<file path="src/rtl/fsm_moore_decrypt.sv">
// rtl/fsm_moore_decrypt.sv - Moore control FSM sequencing a 4-block AEAD decryption and tag check.
module fsm_moore_decrypt (
    input  logic       clock_i,
    input  logic       resetb_i,
    input  logic       start_i,
    input  logic       data_valid_i,
    input  logic [3:0] round_i,
    input  logic       tag_match_i,
    output logic       input_mode_o,
    output logic       en_reg_state_o,
    output logic       en_xor_begin_data_o,
    output logic       en_xor_begin_key_o,
    output logic       bypass_xor_end_o,
    output logic       mode_xor_key_o,
    output logic       replace_state_o,
    output logic       en_reg_plain_o,
    output logic       en_reg_tag_o,
    output logic       en_cpt_double_o,
    output logic       init_p12_o,
    output logic       init_p8_o,
    output logic       plain_valid_o,
    output logic       end_initialisation_o,
    output logic       end_associate_o,
    output logic       end_plain1_o,
    output logic       end_plain2_o,
    output logic       tag_valid_o,
    output logic       auth_fail_o,
    output logic       end_o
);

    typedef enum logic [4:0] {
        S_IDLE, S_CONF_INIT, S_END_CONF_INIT, S_INIT, S_END_INIT,
        S_IDLE_DA, S_CONF_DA, S_END_CONF_DA, S_DA, S_END_DA,
        S_IDLE_DEC1, S_CONF_DEC1, S_END_CONF_DEC1, S_DEC1, S_END_DEC1,
        S_IDLE_DEC2, S_CONF_DEC2, S_END_CONF_DEC2, S_DEC2, S_END_DEC2,
        S_IDLE_FIN, S_CONF_FIN, S_END_CONF_FIN, S_FIN, S_END_FIN,
        S_TAG_LOAD, S_TAG_CHECK, S_DONE
    } state_t;

    localparam int OB_INPUT_MODE = 19;
    localparam int OB_REG_STATE  = 18;
    localparam int OB_XOR_DATA   = 17;
    localparam int OB_XOR_KEY    = 16;
    localparam int OB_BYPASS     = 15;
    localparam int OB_MODE_KEY   = 14;
    localparam int OB_REPLACE    = 13;
    localparam int OB_REG_PLAIN  = 12;
    localparam int OB_REG_TAG    = 11;
    localparam int OB_CPT        = 10;
    localparam int OB_P12        = 9;
    localparam int OB_P8         = 8;
    localparam int OB_PLAIN_VAL  = 7;
    localparam int OB_END_INIT   = 6;
    localparam int OB_END_ASSOC  = 5;
    localparam int OB_END_PLAIN1 = 4;
    localparam int OB_END_PLAIN2 = 3;
    localparam int OB_TAG_VALID  = 2;
    localparam int OB_AUTH_FAIL  = 1;
    localparam int OB_END        = 0;

    localparam logic [19:0] OUT_DEFAULT = 20'h8C000;

    state_t      r_state;
    logic        r_auth_ok;
    logic [19:0] r_out;
    state_t      w_next;
    logic        w_auth_ok_next;
    logic [19:0] w_out;

    always_comb begin
        w_next = r_state;
        case (r_state)
            S_IDLE:          if (start_i) w_next = S_CONF_INIT;
            S_CONF_INIT:     w_next = S_END_CONF_INIT;
            S_END_CONF_INIT: w_next = S_INIT;
            S_INIT:          if (round_i == 4'ha) w_next = S_END_INIT;
            S_END_INIT:      w_next = S_IDLE_DA;
            S_IDLE_DA:       if (data_valid_i) w_next = S_CONF_DA;
            S_CONF_DA:       w_next = S_END_CONF_DA;
            S_END_CONF_DA:   w_next = S_DA;
            S_DA:            if (round_i == 4'ha) w_next = S_END_DA;
            S_END_DA:        w_next = S_IDLE_DEC1;
            S_IDLE_DEC1:     if (data_valid_i) w_next = S_CONF_DEC1;
            S_CONF_DEC1:     w_next = S_END_CONF_DEC1;
            S_END_CONF_DEC1: w_next = S_DEC1;
            S_DEC1:          if (round_i == 4'ha) w_next = S_END_DEC1;
            S_END_DEC1:      w_next = S_IDLE_DEC2;
            S_IDLE_DEC2:     if (data_valid_i) w_next = S_CONF_DEC2;
            S_CONF_DEC2:     w_next = S_END_CONF_DEC2;
            S_END_CONF_DEC2: w_next = S_DEC2;
            S_DEC2:          if (round_i == 4'ha) w_next = S_END_DEC2;
            S_END_DEC2:      w_next = S_IDLE_FIN;
            S_IDLE_FIN:      if (data_valid_i) w_next = S_CONF_FIN;
            S_CONF_FIN:      w_next = S_END_CONF_FIN;
            S_END_CONF_FIN:  w_next = S_FIN;
            S_FIN:           if (round_i == 4'ha) w_next = S_END_FIN;
            S_END_FIN:       w_next = S_TAG_LOAD;
            S_TAG_LOAD:      w_next = S_TAG_CHECK;
            S_TAG_CHECK:     w_next = S_DONE;
            S_DONE:          if (start_i) w_next = S_CONF_INIT;
            default:         w_next = S_IDLE;
        endcase
    end

    always_comb begin
        w_auth_ok_next = r_auth_ok;
        if (r_state == S_TAG_CHECK)
            w_auth_ok_next = tag_match_i;
        else if (r_state == S_DONE && start_i)
            w_auth_ok_next = 1'b0;
    end

    // Outputs are decoded from the next state and registered, so they line up with r_state.
    always_comb begin
        w_out = OUT_DEFAULT;
        case (w_next)
            S_CONF_INIT, S_CONF_FIN: begin
                w_out[OB_CPT] = 1'b1;
                w_out[OB_P12] = 1'b1;
            end
            S_CONF_DA, S_CONF_DEC1, S_CONF_DEC2: begin
                w_out[OB_CPT] = 1'b1;
                w_out[OB_P8]  = 1'b1;
            end
            S_END_CONF_INIT: begin
                w_out[OB_CPT]        = 1'b1;
                w_out[OB_REG_STATE]  = 1'b1;
                w_out[OB_INPUT_MODE] = 1'b0;
            end
            S_END_CONF_DA: begin
                w_out[OB_CPT]       = 1'b1;
                w_out[OB_REG_STATE] = 1'b1;
                w_out[OB_XOR_DATA]  = 1'b1;
            end
            S_END_CONF_DEC1, S_END_CONF_DEC2, S_END_CONF_FIN: begin
                w_out[OB_CPT]       = 1'b1;
                w_out[OB_REG_STATE] = 1'b1;
                w_out[OB_XOR_DATA]  = 1'b1;
                w_out[OB_REPLACE]   = 1'b1;
                w_out[OB_REG_PLAIN] = 1'b1;
                w_out[OB_XOR_KEY]   = (w_next == S_END_CONF_FIN);
            end
            S_INIT, S_DA: begin
                w_out[OB_CPT]       = 1'b1;
                w_out[OB_REG_STATE] = 1'b1;
            end
            S_DEC1, S_DEC2, S_FIN: begin
                w_out[OB_CPT]       = 1'b1;
                w_out[OB_REG_STATE] = 1'b1;
                w_out[OB_PLAIN_VAL] = 1'b1;
            end
            S_END_INIT, S_END_FIN: begin
                w_out[OB_REG_STATE] = 1'b1;
                w_out[OB_BYPASS]    = 1'b0;
            end
            S_END_DA: begin
                w_out[OB_REG_STATE] = 1'b1;
                w_out[OB_BYPASS]    = 1'b0;
                w_out[OB_MODE_KEY]  = 1'b0;
            end
            S_END_DEC1, S_END_DEC2: w_out[OB_REG_STATE] = 1'b1;
            S_IDLE_DA:   w_out[OB_END_INIT]   = 1'b1;
            S_IDLE_DEC1: w_out[OB_END_ASSOC]  = 1'b1;
            S_IDLE_DEC2: w_out[OB_END_PLAIN1] = 1'b1;
            S_IDLE_FIN:  w_out[OB_END_PLAIN2] = 1'b1;
            S_TAG_LOAD:  w_out[OB_REG_TAG]    = 1'b1;
            S_TAG_CHECK: w_out[OB_TAG_VALID]  = 1'b1;
            S_DONE: begin
                w_out[OB_END]       = 1'b1;
                w_out[OB_AUTH_FAIL] = ~w_auth_ok_next;
            end
            default: w_out = OUT_DEFAULT;
        endcase
    end

    always_ff @(posedge clock_i or negedge resetb_i) begin
        if (!resetb_i) begin
            r_state   <= S_IDLE;
            r_auth_ok <= 1'b0;
            r_out     <= OUT_DEFAULT;
        end else begin
            r_state   <= w_next;
            r_auth_ok <= w_auth_ok_next;
            r_out     <= w_out;
        end
    end

    assign input_mode_o         = r_out[OB_INPUT_MODE];
    assign en_reg_state_o       = r_out[OB_REG_STATE];
    assign en_xor_begin_data_o  = r_out[OB_XOR_DATA];
    assign en_xor_begin_key_o   = r_out[OB_XOR_KEY];
    assign bypass_xor_end_o     = r_out[OB_BYPASS];
    assign mode_xor_key_o       = r_out[OB_MODE_KEY];
    assign replace_state_o      = r_out[OB_REPLACE];
    assign en_reg_plain_o       = r_out[OB_REG_PLAIN];
    assign en_reg_tag_o         = r_out[OB_REG_TAG];
    assign en_cpt_double_o      = r_out[OB_CPT];
    assign init_p12_o           = r_out[OB_P12];
    assign init_p8_o            = r_out[OB_P8];
    assign plain_valid_o        = r_out[OB_PLAIN_VAL];
    assign end_initialisation_o = r_out[OB_END_INIT];
    assign end_associate_o      = r_out[OB_END_ASSOC];
    assign end_plain1_o         = r_out[OB_END_PLAIN1];
    assign end_plain2_o         = r_out[OB_END_PLAIN2];
    assign tag_valid_o          = r_out[OB_TAG_VALID];
    assign auth_fail_o          = r_out[OB_AUTH_FAIL];
    assign end_o                = r_out[OB_END];

endmodule

</file>
<file path="config.mk">
export PLATFORM = sky130hd
export DESIGN_NAME = fsm_moore_decrypt
export DESIGN_NICKNAME = d
export VERILOG_FILES = /design/src/rtl/fsm_moore_decrypt.sv
export SDC_FILE = /design/constraint.sdc
export NUM_CORES = 1
export LEC_CHECK = 0
export BUFFER_PORTS_ARGS = -buffer_cell sky130_fd_sc_hd__buf_2
export CAP_MARGIN = 20
export CORE_AREA = 2 2 74 76
export DETAILED_ROUTE_END_ITERATION = 10
export DIE_AREA = 0 0 76 78
export GPL_ROUTABILITY_DRIVEN = 0
export PLACE_DENSITY = 0.43
export SLEW_MARGIN = 20
export SYNTH_ARGS = -nofsm -noshare
export SYNTH_HDL_FRONTEND = slang
export SYNTH_SLANG_ARGS = --single-unit
</file>
<file path="constraint.sdc">
create_clock -name clock_i -period 5.83 [get_ports clock_i]
set_input_delay 1.4575 -clock clock_i [delete_from_list [all_inputs] [get_ports clock_i]]
set_output_delay 1.4575 -clock clock_i [all_outputs]
set_load 0.02 [all_outputs]
</file>
## Word-level counts from Yosys, hierarchy flattened

Cells that the tools add are included.

- Bits in registers: 26
- Output and inout bits: 20
- Word-level logic and storage cells: 101

- Equality and inequality tests: 55
- Mux-type cells: 31
- Bitwise gates (word level): 1
- Reduce and logical (&&, ||, !) cells: 11

Operators with widths:

| kind | count |
|---|---|
| $pmux W5 S27 | 1 |
| $eq A5 B5 Y1 const B | 24 |
| $eq A5 B4 Y1 const B | 16 |
| $mux W5 | 10 |
| $eq A5 B3 Y1 const B | 8 |
| $reduce_or A15 Y1 | 2 |
| $eq A5 B2 Y1 const B | 4 |
| $mux W1 | 18 |
| $reduce_or A3 Y1 | 4 |
| $eq A5 B1 Y1 const B | 2 |
| $logic_not A5 Y1 | 1 |
| $eq A4 B4 Y1 const B | 1 |
| $mux W2 | 2 |
| $reduce_or A2 Y1 | 2 |
| $reduce_or A4 Y1 | 1 |
| $logic_and A1 B1 Y1 | 1 |
| $not A1 Y1 | 1 |

## Logic depth before layout (Yosys ltp)

- Word-level depth: 6
- Mapped depth: 10
- Depth with buffers taken out: 8

## Least setup slack after synthesis

OpenSTA, ideal clock, no wires.

- Kind: input -> register
- From: input round_i[2]
- To: register r_out[10]
- Setup time: 131 ps
- Arrival: 3094 ps
- Data required time: 5699 ps
- Path slack: 2605 ps
- Cell stages on the path: 8
- Path buffers: 1
- Path through: and4bb_2 > buf_2 > or4_1 > nand3_2 > nor3_1 > a41oi_2 > o211ai_1 > or3_1

- Longest elaborated chain between the ends: 6
- Elaborated cells on any way between the ends: 24

RTL lines:

| element | RTL line | RTL |
|---|---|---|
| from (decl) | 7 | `input logic [3:0] round_i,` |
| $eq A4 B4 Y1 * | - |  |
| $mux W5 (on tied branches) | - |  |
| $pmux W5 S27 * | 72 | `case (r_state)` |
| $eq A5 B5 Y1 (tied with other cells) | 116 | `case (w_next)` |
| $reduce_or A15 Y1 (no source line) * | - |  |
| $mux W1 * | 116 |  |
| via w_out[10] | 68 | `logic [19:0] w_out;` |
| to (signal assigned) | 184 | `r_out <= w_out;` |
| to (decl) | 65 | `logic [19:0] r_out;` |

The timed path passes the listed nets; every way through them passes the cells marked *.

## Worst setup path in the final report

- From: input round_i[2]
- To: register r_out[10]

- Longest elaborated chain between the ends: 6
- Elaborated cells on any way between the ends: 24

RTL lines:

| element | RTL line | RTL |
|---|---|---|
| $eq A4 B4 Y1 * | - |  |
| $mux W5 (on tied branches) | - |  |
| $pmux W5 S27 * | 72 |  |
| via w_next[1] | 66 | `state_t w_next;` |
| $eq A5 B5 Y1 (tied with other cells) | 116 |  |
| $reduce_or A15 Y1 (no source line) * | - |  |
| $mux W1 * | 116 |  |
| via w_out[10] | 68 |  |

Marked as above.

==> results.cfg <==
[worst_setup_path]
reg2reg_slack_ns = 2.93
r2r_cells = 7
crit_arrival_ns = 3.54
r2r_start = r_state[0]
reg2reg_to = r_out[10]
worstSetupEndpointType = flop
critPathKind = input port to flop
crit_required_ns = 5.99
cp_max_fo = 13
startpoint_type = input port

[die]
initial_core_util_pct = 29.4
die_width_um = 76
die-height_um = 78
rows = 26
coreArea_sq_um = 5040
io_pins = 29
dieArea_sq_um = 5930

[drt]
dr.pass1.iters = 4
wire_per_inst_um = 14.9
vias = 1276
routed_wl_mm = 3.74
ant_nets = 0
vias_per_cell = 5.08
drtIter0Drc = 94
drc_errors = 0

[logic_synthesis]
syn_avg_cell_area_sq_um = 9.16
synth_ff_type = dfrtp_1
synth_nets = 171
yosysUniqueCellTypes = 53
synthArstFlopShare_pct = 100
synth-seq-area-share_pct = 42.4
synth_edf_count = 0
ys_seq_elements = 25
synth_area_sq_um = 1480
synthCells = 162
yosysWarnings = 0

[placed_design]
dp_hpwl_mm = 2.64
port_buffers = 28
placed_cells = 247

[timing]
fmax_mhz = 296
rsz0062_at_grt = no
tightest_slew_ns = 0.956
hold_violations = 0
fin_crit_ns = 3.38
fin_tns_setup_ns = 0
setup_violations = 0
slew_headroom_pct = 36.2
maxSlewViolCount = 0
finalClockSkew_ns = 0.00181
post-route-period-util_pct = 58.0

[clock_network]
cts_hold_buf = 0
cts_root_buf = clkbuf_8
clockBufferDepth = 2
cts_setup_buffers = 0
numCtsBuffers = 3
cts_tree = built
worst_skew_pair.late_latency_ns = 0.27
h-tree-depth = 1
clkSinkCount = 25
post_cts_resized = 0
clkTransAtPathRegs_ns = 0.09

[cells_and_area]
final_cells = 251
area_delta_synth_final_pct = 13.5
nNetsFinal = 191
num_antenna_cells = 0
drive_gt1_share_pct = 24.3

[power]
pwr_density_cell_nw_per_um2 = 554
leakagePower_uw = 0.000765
p_total_uw = 933
irDropWorstVdd_v = 0.000151

[min_path]
holdPathStages = 2
hold_class = flop to flop
min_to = r_auth_ok
hp-start = r_auth_ok

[flow_run]
drv_cap = 0

[grt]
antenna_found_initial = 0
grt_max_degree = 33
grt_util_all_layers_pct = 13.4
grt_pass1_vias = 1253
globalRouteOverflowTotal = 0
grt_first_pass_wirelength_mm = 6.35

[run_status]
status = completed
==> registers in the layout, indices dropped and copies added (netlist names) <==
signal,flops
r_state,5
r_out,19
r_auth_ok,1
==> how the worst max path moves through the flow <==
stage | depth (start not counted) | from | slack, ns | end
floorplan | 8 | round_i[2] | 2.60 | r_out[10]
global route | 9 | round_i[2] | 2.33 | r_out[10]
detailed placement | 9 | round_i[2] | 2.21 | r_out[10]
finish | 9 | round_i[2] | 2.45 | r_out[10]
global placement | 9 | round_i[2] | 2.25 | r_out[10]
CTS | 9 | round_i[2] | 2.49 | r_out[10]
==> synth_stat cells (2+ instances only) <==
cell	n	area (sq um)
a211o_1	3	26.3
a211oi_1	5	37.5
a21oi_1	7	35.0
a31oi_1	3	18.8
and2_1	3	18.8
and2b_1	3	22.5
and3_1	4	25.0
buf_2	8	40.0
buf_4	4	30.0
dfrtp_1	22	551
dfstp_2	3	78.8
inv_1	5	18.8
nand2_1	10	37.5
nand2b_1	8	50.1
nand3b_1	2	15.0
nand4b_1	2	17.5
nor2_1	14	52.6
nor2b_1	6	37.5
nor3_1	4	20.0
nor4_1	2	12.5
nor4b_1	2	17.5
o21ai_0	9	45.0
o21ai_1	3	15.0
==> final cells by class <==
cell class	count	area (sq um)
clock buffers	3	41.3
clock inverters	1	5.00
fillers	548	3360
inverters	6	22.5
multi-input cells	118	758
flip-flops and latches	25	629
well taps	70	87.6
repair buffers	28	140
==> through the flow <==
step	hold WS, ns	util [%]	worst slack, ns	cell area, sq um
after CTS	0.551	33.4	2.49	1680
after detailed placement	0.531	32.5	2.21	1640
after global placement	0.496	32.5	2.25	1640
after floorplan	0.478	-	2.60	1480
after global routing	0.641	33.4	2.33	1680
final	0.550	33.4	2.45	1680
==> cells by family after synthesis <==
| family | after synthesis | share of synthesized area, % |
|---|---|---|
| compound gates | 45 | 21.9 |
| buf+inv | 19 | 6.49 |
| flops | 25 | 42.4 |
| mux | 1 | 0.675 |
| simple gates | 72 | 28.5 |
==> worst max-delay path: stages <==
cell and delay, ns:
buf_2 0.09, and4bb_2 0.46, nor3_1 0.11, o32a_1 0.36, a22oi_2 0.30, inv_2 0.09
a41oi_2 0.19, o211ai_1 0.13, or3_1 0.35
==> layer usage <==
| metal | routed length (um) | vias to the layer above | part of all wire [%] | GRT usage (%) |
|---|---|---|---|---|
| met3 | 124 | 11 | 3.3 | 1.40 |
| met5 | 0 | - | 0 | 0 |
| met1 | 1760 | 597 | 47 | 18.0 |
| li1 | - | 629 | - | - |
| met2 | 1740 | 39 | 46 | 21.3 |
| met4 | 119 | 0 | 3.2 | 7.09 |
==> placed cells by master, fill, tap and decap left out, drive strengths merged, types with 2 or more instances in the layout <==
cell type  instances
a211oi             5
nor4               3
and2               3
inv                6
a311oi             2
nand2             11
nor3               4
nand3              2
clkbuf             3
dfrtp             22
nor2              15
nand3b             2
buf               28
dfstp              3
a31oi              3
a21oi              7
nand2b             8
nor4b              2
nand4b             2
a211o              3
nor2b              6
and2b              3
o21ai             12
and3               4
==> power breakdown <==
| part | internal, uW | switching (uW) |
|---|---|---|
| Sequential | 224 | 121 |
| Clock | 47.9 | 56.0 |
| Combinational | 197 | 288 |
(Power assumes the default switching activity.)
